--- config.mk ---
export PLATFORM = sky130hd
export DESIGN_NAME = prga
export DESIGN_NICKNAME = d
export VERILOG_FILES = /design/src/rtl/arc4_pkg.sv /design/src/rtl/prga.sv
export SDC_FILE = /design/constraint.sdc
export NUM_CORES = 1
export LEC_CHECK = 0
export CAP_MARGIN = 40
export CORE_MARGIN = 2
export CORE_UTILIZATION = 41
export DETAILED_ROUTE_END_ITERATION = 16
export DONT_BUFFER_PORTS = 1
export GPL_TIMING_DRIVEN = 0
export PLACE_DENSITY = 0.67
export SYNTH_ARGS = -nofsm -noshare
export SYNTH_HDL_FRONTEND = slang
export SYNTH_SLANG_ARGS = --single-unit
--- constraint.sdc ---
create_clock -name clk -period 2.3 [get_ports clk]
set_clock_uncertainty 0.05 [all_clocks]
set_input_delay 0.46 -clock clk [delete_from_list [all_inputs] [get_ports clk]]
set_output_delay 0.46 -clock clk [all_outputs]
set_load 0.1 [all_outputs]
--- src/rtl/arc4_pkg.sv ---
// Shared ARC4 types and constants used by the init, ksa, prga and crack stages.
package arc4_pkg;

  localparam int unsigned ARC4_DATA_W = 8;
  localparam int unsigned ARC4_ADDR_W = 8;

  // Location of the length prefix in both the CT ROM and the PT RAM.
  localparam logic [ARC4_ADDR_W-1:0] LEN_ADDR = '0;

  typedef logic [ARC4_DATA_W-1:0] byte_t;

  typedef enum logic [3:0] {
    IDLE,
    LEN_RD,
    LEN_WR,
    RD_I,
    RD_J,
    WR_I,
    WR_J,
    RD_PAD,
    WR_PT
  } prga_state_t;

endpackage

--- src/rtl/prga.sv ---
// ARC4 pseudo-random generation stage: walks the permuted S RAM, XORs the
// keystream with the length-prefixed ciphertext and writes plaintext to PT RAM.
module prga
  import arc4_pkg::*;
#(
  parameter int unsigned DATA_W = 8,
  parameter int unsigned ADDR_W = 8
) (
  input  logic              clk,
  input  logic              rst,
  input  logic              en,
  output logic              rdy,
  output logic [ADDR_W-1:0] s_addr,
  input  logic [DATA_W-1:0] s_rddata,
  output logic [DATA_W-1:0] s_wrdata,
  output logic              s_wren,
  output logic [ADDR_W-1:0] ct_addr,
  input  logic [DATA_W-1:0] ct_rddata,
  output logic [ADDR_W-1:0] pt_addr,
  output logic [DATA_W-1:0] pt_wrdata,
  output logic              pt_wren
);

  prga_state_t       state_q;
  logic              rdy_q;
  logic [ADDR_W-1:0] i_q;
  logic [ADDR_W-1:0] j_q;
  logic [ADDR_W-1:0] k_q;
  logic [DATA_W-1:0] len_q;
  logic [DATA_W-1:0] si_q;
  logic [DATA_W-1:0] sj_q;
  logic [DATA_W-1:0] c_q;
  logic [ADDR_W-1:0] i_nx;

  assign i_nx = i_q + ADDR_W'(1);
  assign rdy  = rdy_q;

  always_ff @(posedge clk or posedge rst) begin
    if (rst) begin
      state_q <= IDLE;
      rdy_q   <= 1'b1;
      i_q     <= '0;
      j_q     <= '0;
      k_q     <= '0;
      len_q   <= '0;
      si_q    <= '0;
      sj_q    <= '0;
      c_q     <= '0;
    end else begin
      case (state_q)
        IDLE: begin
          if (en) begin
            i_q     <= '0;
            j_q     <= '0;
            k_q     <= '0;
            rdy_q   <= 1'b0;
            state_q <= LEN_RD;
          end
        end
        LEN_RD: state_q <= LEN_WR;
        LEN_WR: begin
          len_q <= ct_rddata;
          k_q   <= ADDR_W'(1);
          if (ct_rddata == '0) begin
            rdy_q   <= 1'b1;
            state_q <= IDLE;
          end else begin
            state_q <= RD_I;
          end
        end
        RD_I: begin
          i_q     <= i_nx;
          state_q <= RD_J;
        end
        RD_J: begin
          si_q    <= s_rddata;
          j_q     <= j_q + ADDR_W'(s_rddata);
          state_q <= WR_I;
        end
        WR_I: begin
          sj_q    <= s_rddata;
          state_q <= WR_J;
        end
        WR_J: state_q <= RD_PAD;
        RD_PAD: begin
          c_q     <= ct_rddata;
          state_q <= WR_PT;
        end
        WR_PT: begin
          if (k_q == ADDR_W'(len_q)) begin
            rdy_q   <= 1'b1;
            state_q <= IDLE;
          end else begin
            k_q     <= k_q + ADDR_W'(1);
            state_q <= RD_I;
          end
        end
        default: begin
          rdy_q   <= 1'b1;
          state_q <= IDLE;
        end
      endcase
    end
  end

  // Memory ports are decoded from the registered state: several of them carry
  // read data that only arrives in the same cycle, which keeps 6 cycles/byte.
  always_comb begin
    s_addr    = '0;
    s_wrdata  = '0;
    s_wren    = 1'b0;
    ct_addr   = '0;
    pt_addr   = '0;
    pt_wrdata = '0;
    pt_wren   = 1'b0;
    case (state_q)
      LEN_RD: ct_addr = ADDR_W'(LEN_ADDR);
      LEN_WR: begin
        pt_addr   = ADDR_W'(LEN_ADDR);
        pt_wrdata = ct_rddata;
        pt_wren   = 1'b1;
      end
      RD_I: s_addr = i_nx;
      RD_J: s_addr = j_q + ADDR_W'(s_rddata);
      WR_I: begin
        s_addr   = i_q;
        s_wrdata = s_rddata;
        s_wren   = 1'b1;
      end
      WR_J: begin
        s_addr   = j_q;
        s_wrdata = si_q;
        s_wren   = 1'b1;
        ct_addr  = k_q;
      end
      RD_PAD: s_addr = ADDR_W'(si_q + sj_q);
      WR_PT: begin
        pt_addr   = k_q;
        pt_wrdata = s_rddata ^ c_q;
        pt_wren   = 1'b1;
      end
      default: ;
    endcase
  end

endmodule

======== After elaboration in Yosys (flattened, before gate mapping) ========
Cells that the tools add are included.
word-level totals
  bits in registers ....................... 61
  input bits .............................. 19
  logic and storage cells ................. 60
cells by class
  add/sub/neg operators ................... 4
  equality and inequality tests ........... 13
  mux-type cells .......................... 20
  bitwise gates (word level) .............. 2
  reductions and logical operators ........ 12
operator list
  operator               number
  $pmux W8 S2            4
  $pmux W8 S5            1
  $pmux W4 S9            1
  $mux W8                4
  $pmux W8 S3            1
  $add A8 B1 Y8 const B  2
  $add A8 B8 Y8          2
  $eq A4 B3 Y1 const B   4
  $eq A4 B2 Y1 const B   2
  $eq A8 B8 Y1           1
  $logic_not A8 Y1       1
  $ne A2 B2 Y1 const B   4
  $xor A8 B8 Y8          1
  $reduce_or A6 Y1       1
  $mux W1                5
  $eq A4 B1 Y1 const B   1
  $eq A4 B4 Y1 const B   1
  $logic_not A4 Y1       1
  $mux W2                2
  $mux W4                1
  $pmux W1 S4            1
  $reduce_and A2 Y1      2
  $reduce_and A4 Y1      1
  $reduce_bool A2 Y1     2
  other kinds (4)        5

======== Depth between registers and ports, before layout ========
  depth after elaboration ................. 4
  depth in mapped cells ................... 7
  depth with buffers taken out ............ 7

======== Worst setup path after synthesis ========
No wires, ideal clock.
  path kind ............................... register to output
  start point ............................. register state_q[0]
  end point ............................... output pt_wrdata[0]
  arrival ................................. 3258 ps
  data required time ...................... 1790 ps
  setup slack ............................. -1468 ps
  cell stages (with the launch flop) ...... 6
  path through ............................ dfrtp_1 > buf_2 > nor2_1 > nand3b_1 > clkbuf_1 > o21ai_0
between the ends
  longest elaborated chain between the ends .. 2
  elaborated cells between the ends (all ways) .. 3
  classes of those cells .................. 2 x eq/ne; 1 x mux
ends and longest elaborated chain
  element                                              line         source
  start: declaration                                   prga.sv:24   prga_state_t state_q;
  start signal: assignment                             prga.sv:40   state_q <= IDLE;
  start signal: assignment                             prga.sv:57   state_q <= LEN_RD;
  start signal: assignment                             prga.sv:60   LEN_RD: state_q <= LEN_WR;
  $eq A4 B4 Y1 / $eq A4 B2 Y1 (equally long branches)  prga.sv:116  case (state_q)
  $pmux W8 S2 (*)                                      prga.sv:116
  end: declaration                                     prga.sv:20   output logic [DATA_W-1:0] pt_wrdata,
Every way passes the cells marked *; elsewhere a longest branch is shown, timed or not.

======== Worst setup path after layout ========
  start point ............................. register sj_q[1]
  end point ............................... output s_addr[7]
between the ends
  longest elaborated chain between the ends .. 2
ends and longest elaborated chain
  element                   line         source
  start: declaration        prga.sv:31   logic [DATA_W-1:0] sj_q;
  start signal: assignment  prga.sv:81   sj_q <= s_rddata;
  $add A8 B8 Y8             prga.sv:136  RD_PAD: s_addr = ADDR_W'(si_q + sj_q);
  $pmux W8 S5               prga.sv:116
  end: declaration          prga.sv:13   output logic [ADDR_W-1:0] s_addr,
Every way passes these cells.

==> run_results.csv <==
group,metric,value,unit
run_status,status,"complete, but fails checks",
run_status,violations,"setup timing",
route,avgViaCountPerCell,6.162,
setup_path,arrival,2520,ps
power_and_ir_drop,power_leakage,2.790,nW
grt,grt_pass1_vias,4016,
grt,grt_max_degree,25,
finish,n_antenna_cell,0,
grt,grt_use_total,26.99,%
finish,final_layout_size_suffix_gt1_share,37.43,%
clock_network,cts_buffers,9,
clock_network,cts_sinks,61,
clock_network,cts_tree,"built",
finish,multi_input_area,2962,sq um
grt,grt_pass1_wl,21090,um
route,firstDrtPassIters,6,
floorplanning,dieArea,10310,sq um
floorplanning,initial_core_util,42.21,%
finish,fin_cells,698,
floorplanning,pin_count,62,
route,dr.first_iter.drc_count,441,
yosys,synthCells,472,
setup_path,crit_path_start_kind,"flop",
power_and_ir_drop,power_density,1668,nW/um^2
worst_hold_path,hp-start,"s_rddata[6]",
setup_path,r2r_start,"k_q[1]$_DFFE_PP0P_",
sta,max_freq,329.7,MHz
yosys,synth_edf_count,0,
sta,finalMaxSlewViolations,0,
floorplanning,num_rows,35,
route,vias,4301,
route,ant_nets,0,
route,wire_per_inst,21.33,um
place,placedCellCount,619,
yosys,synth.avg_cell_area,8.263,sq um
sta,finalSetupViolCount,34,
sta,min_period,3033,ps
sta,worst-slew-pin-transition,866.3,ps
floorplanning,die_h,101.5,um
setup_path,crit_fanout,2,
yosys,yosys_most_used_dff,"dfrtp_1",
grt,antenna_found_initial,0,
yosys,syn_nets,509,
place,gp_congestion,0.9044,
grt,grt_overflow_total,0,
clock_network,cts_root_buf,"clkbuf_8",
place,detailed_place_hpwl,8595,um
power_and_ir_drop,p_total,10.18,mW
setup_path,worstPathRequired,1790,ps
yosys,async_reset_ff_share,100.0,%
clock_network,htree_levels,3,
floorplanning,coreArea,9240,sq um
finish,n_fill_cell,640,
sta,fin_ws,-733.3,ps
sta,finalCritPeriodShare,131.9,%
clock_network,clockBufferDepth,2,
route,drcViolationCount,0,
setup_path,crit_start,"sj_q[1]$_DFFE_PP0P_",
yosys,netlist.area_leader.share,38.50,%
yosys,post-synth-top-count-cell,"nand2_1",
route,routed_wl,14890,um
clock_network,path_clk_slew,70,ps
sta,max_slew_margin,41.75,%
yosys,synth_seq_cells,61,
finish,final_nets,601,
setup_path,critical_path_class,"reg2out",
yosys,synth_area_leader_cell,"dfrtp_1",
setup_path,crit_path_end_kind,"output pin",
finish,area_growth,56.43,%
sta,grt_setup_unrepaired,"yes",
sta,hold_viol,0,
place,port_buffers,0,
finish,finalCoreUtilization,66.03,%
yosys,synthTopCellsByCount,"nand2_1, dfrtp_1, o21ai_0",
yosys,synth_seq_area_share,39.17,%
yosys,yosys-top-cells-area,"dfrtp_1, nand2_1, ha_1",
worst_hold_path,hp-class,"in2reg",
power_and_ir_drop,max-vdd-ir-drop,0.0008251,V
clock_network,clock_latency,360,ps
yosys,synthDistinctLibCells,59,
yosys,synthesis.area,3900,sq um
yosys,synth_warnings,0,
floorplanning,die_w,101.5,um
finish,regArea,1533,sq um
run,drv_cap,0,
place,post-place-ws,-435.2,ps
[timing repair]
item,CTS,global route
cloned,2,1
hold endpoints to repair,18,0
gates resized for setup,103,58
hold buffers,1,0
pin swaps,41,33
endpoints found under the setup margin,40,41
setup buffers,38,25
[power breakdown]
group / switching [mW] / internal, mW
Clock: 0.468 / 0.749
Sequential: 0.507 / 1.52
Combinational: 4.30 / 2.63
Total: 5.28 / 4.90
[per-stage QoR]
step                hold WS, ps  cell area, sq um  TNS (ps)
floorplan                 401.1              4195     -4706
global placement          414.4              4357    -44510
detailed placement        354.4              4698    -11370
CTS                       166.8              5713     -9418
global route              161.6              6101    -14140
finish                    165.2              6101    -12850
[layer usage]
metal	up-vias	GRT usage [%]	routed length [um]
met5	-	0	0
met4	0	10.91	830
met3	92	5.866	1252
met2	289	44.99	7166
met1	2081	34.03	5638
li1	1839	-	-
[placed cells by master (no fill, tap or decap), types with 4 or more instances in the layout]
master | Yosys | routed
and3_1 | 12 | 12
a21oi_1 | 16 | 11
nand2_4 | 0 | 9
xnor2_1 | 21 | 20
buf_8 | 0 | 15
o21ai_0 | 29 | 18
dfrtp_2 | 0 | 4
inv_1 | 6 | 4
clkbuf_8 | 0 | 12
a22oi_1 | 5 | 4
a21o_1 | 10 | 10
buf_6 | 1 | 16
nor2_1 | 25 | 16
nand2_2 | 0 | 7
o21ai_4 | 0 | 8
nand3_1 | 6 | 5
buf_12 | 0 | 10
clkbuf_1 | 10 | 4
clkbuf_16 | 0 | 5
and2_4 | 0 | 6
nand2_1 | 143 | 117
o211ai_1 | 4 | 4
buf_4 | 1 | 47
nand4_1 | 5 | 5
ha_1 | 16 | 9
dfrtp_1 | 60 | 56
nor2_4 | 0 | 7
xor2_1 | 7 | 7
ha_4 | 0 | 5
a22o_1 | 6 | 5
nand2_8 | 0 | 10
a31oi_1 | 4 | 4
o22ai_1 | 4 | 4
[final cells by class]
| class | count | area share [%] |
|---|---|---|
| plain buffers | 19 | 3.651 |
| clock buffers | 12 | 2.379 |
| clock inverters | 4 | 1.559 |
| inverters | 6 | 0.4307 |
| multi-input cells | 383 | 48.54 |
| flip-flops and latches | 61 | 25.12 |
| well taps | 129 | 2.646 |
| repair buffers | 84 | 15.67 |
[state kept, by name, indices dropped and copies added, names as in the netlist, 4 cells and up]
register / count
j_q: 8
c_q: 8
si_q: 8
sj_q: 8
state_q: 4
i_q: 8
len_q: 8
k_q: 8
[worst max-delay path: stages (launching register included)]
cell	delay (ps)
dfrtp_1	400
ha_1	300
a21o_1	190
a22o_1	280
a311oi_2	390
mux2i_1	290
a211o_4	320
[worst paths after layout]
path	to	slack (ps)	cells after the start
max in group asynchronous	state_q[3]$_DFFE_PP0P_	980	4
min reg2reg	sj_q[6]$_DFFE_PP0P_	440	2
max	s_addr[7]	-730	6
min	si_q[6]$_DFFE_PP0P_	170	2
min in group asynchronous	k_q[5]$_DFFE_PP0P_	530	2
max reg2reg	k_q[0]$_DFFE_PP0P_	130	7
[logic make-up after synthesis]
kind of cell	count (synthesis)	share of synthesized area (%)
fa+ha+maj	18	6.160
simple gates	227	25.92
buf+inv	28	3.304
xor+xnor	28	6.288
compound gates	107	18.38
mux	3	0.7700
flops	61	39.17
Power figures use the tool's default switching activity.
==> RTL change, RTL diff (same flow settings) <==
Change the parameter `ADDR_W` from 8 to 10.
--- a/src/rtl/prga.sv
+++ b/src/rtl/prga.sv
@@ -4,7 +4,7 @@
   import arc4_pkg::*;
 #(
   parameter int unsigned DATA_W = 8,
-  parameter int unsigned ADDR_W = 8
+  parameter int unsigned ADDR_W = 10
 ) (
   input  logic              clk,
   input  logic              rst,
Interface: changed (resized ct_addr, pt_addr and s_addr); port bits go from 62 to 68. No check against the original RTL was run, so the function may have changed too.
==> RTL change against the unedited design <==
The flow still finishes with violations (negative setup slack). Routed wire length decreased by 0.42%. Critical path depth increased by 2. Clock power decreased by 24%. Sequential cell count increased by 6. Area after synthesis increased by 13%. Cell area increased by 13%. Utilization increased by 0.30 points. Total power increased by 7.3%. Maximum frequency decreased by 5.3%. Worst hold slack improved by 0.00095 ns. Setup slack got worse by 0.17 ns. Highest routed layer unchanged.
==> RTL change: results (changes against the unedited design) <==
- Worst-case headroom to the max-slew limit: 0.5075 (+0.09003)
- GRT Overall Usage: 0.2503 (-0.01958)
- Setup violation total in the final timing report: 47 (+38%)
- Largest net degree at the start of global routing: 55 (+120%)
- Per-cell routed wire length: 19.25 um (-9.7%)
- Via count: 4450 (+3.5%)
- Logic depth of the worst register-to-register path: 8 (+1)
- Met3 WL post-DR: 855 um (-32%)
- VDD IR max: 1432 uV (+73%)
- Master of the slowest instance on the critical path: sky130_fd_sc_hd__or4_4
- WHS: 0.1662 ns (+0.0009460 ns)
- Top delay family on crit path: simple AND/OR/NAND/NOR gates
- Adder and majority gate portion of the synthesized area: 0.06012 (-0.001473)
- Outcome: complete, but fails checks
- Total Nets Final: 668 (+11%)
- Minimum setup slack in the final design: -0.9028 ns (-0.1694 ns)
- Arrival time worst endpoint: 2.69 ns (+0.17 ns)
- Antenna violations before repair: 0 (unchanged)
- Leading post-synthesis cells by cell area: sky130_fd_sc_hd__dfrtp_1 37%, sky130_fd_sc_hd__nand2_1 10%, sky130_fd_sc_hd__ha_1 5.1%
- Via count of the first global-routing pass: 4357 (+8.5%)
- Number of DRC markers after the initial detailed-route iteration: 262 (-41%)
- Slowest stage delay, CP: 0.68 ns (+0.28 ns)
- Failing checks: negative setup slack
- Met2 Wirelength: 7.621 mm (+6.3%)
- Fraction of the yosys area taken by sequential cells: 0.3803 (-0.01141)
- First-pass GRT wire length: 22.63 mm (+7.3%)
- Register-to-register setup slack: 0.24 ns (+0.11 ns)
- Area fraction in compound gates after synthesis: 0.1790 (-0.004874)
- Grt met1 use: 0.3035 (-0.03682)
- Detailed Routing Iterations Pass 1: 5 (-1)
- Number of distinct library cells after synthesis: 58 (-1.7%)
- Filler instances: 775 (+21%)
- Switching Fraction: 0.5180 (-0.0006783)
- DRT met1 WL: 6.040 mm (+7.1%)
- Synth cell count leaders: 123 x sky130_fd_sc_hd__nand2_1, 66 x sky130_fd_sc_hd__dfrtp_1, 33 x sky130_fd_sc_hd__nor2_1, 24 x sky130_fd_sc_hd__o21ai_0, 22 x sky130_fd_sc_hd__a21oi_1
- Half-perimeter wire length after placement: 9.112 mm (+6.0%)
- Routability congestion estimate: 0.9361 (+3.5%)
- Proportion of layout cells with a drive suffix above 1: 0.4164 (+0.04206)
- Share of the synthesized netlist area taken by xor and xnor gates: 0.05757 (-0.005309)
- Met2 Track Usage GR: 0.4340 (-0.01594)
- Share of synthesized area spent on multiplexers: 0.02269 (+0.01499)
- Setup slack at placement: -0.6293 ns (-0.1941 ns)
- Leakage power total: 3.160 nW (+13%)
-- RTL change: changes by cell type in the layout (fill, tap and decap cells not counted), sizes merged, moves of 8 or more --
cell / delta
mux2: +8
buf: +12
nand2: -20
o21ai: +9
a21oi: +8
nor2: +10
-- RTL change: final timing paths --
check | endpoint | startpoint
max | s_addr[8] | si_q[0]
min | si_q[3] | s_rddata[3]
max reg2reg | k_q[3] | k_q[4]
min reg2reg | sj_q[7] | sj_q[7]
max in group asynchronous | j_q[3] | rst
min in group asynchronous | k_q[9] | rst
-- RTL change: power by group through the flow --
stage | Clock [W] | Combinational, W | Sequential [W]
floorplan | 0 | 0.00459 | 0.00202
global placement | 0 | 0.00523 | 0.00212
detailed placement | 0 | 0.00552 | 0.00213
CTS | 0.000929 | 0.00705 | 0.00216
global route | 0.000996 | 0.00821 | 0.00226
finish | 0.000922 | 0.00779 | 0.00221
-- RTL change: repair_timing --
| item | 4_1_cts | 5_1_grt |
|---|---|---|
| pin swaps | 34 | 44 |
| hold buffers | 1 | 0 |
| buffers inserted | 54 | 31 |
| gates resized for setup | 165 | 64 |
| hold endpoints to repair | 12 | 0 |
| gates cloned | 3 | 0 |
| setup endpoints to repair | 46 | 48 |
-- RTL change: area by class of cell --
class / instances / share of cell area
plain buffers: 24 / 0.04111
clock buffers: 12 / 0.02256
clock inverters: 4 / 0.003638
inverters: 11 / 0.006367
multi-input cells: 422 / 0.5068
flip-flops and latches: 67 / 0.2456
well taps: 136 / 0.02474
repair buffers: 94 / 0.1492
-- RTL change: through the flow --
stage,area [sq um],utilization,setup TNS [ns],std cells
detailed placement,5082,0.4901,-10.46,670
global placement,4897,0.4722,-60.40,662
finish,6878,0.6632,-12.09,770
CTS,6425,0.6196,-10.07,742
floorplan,4727,-,-3.315,526
global route,6878,0.6632,-15.52,770
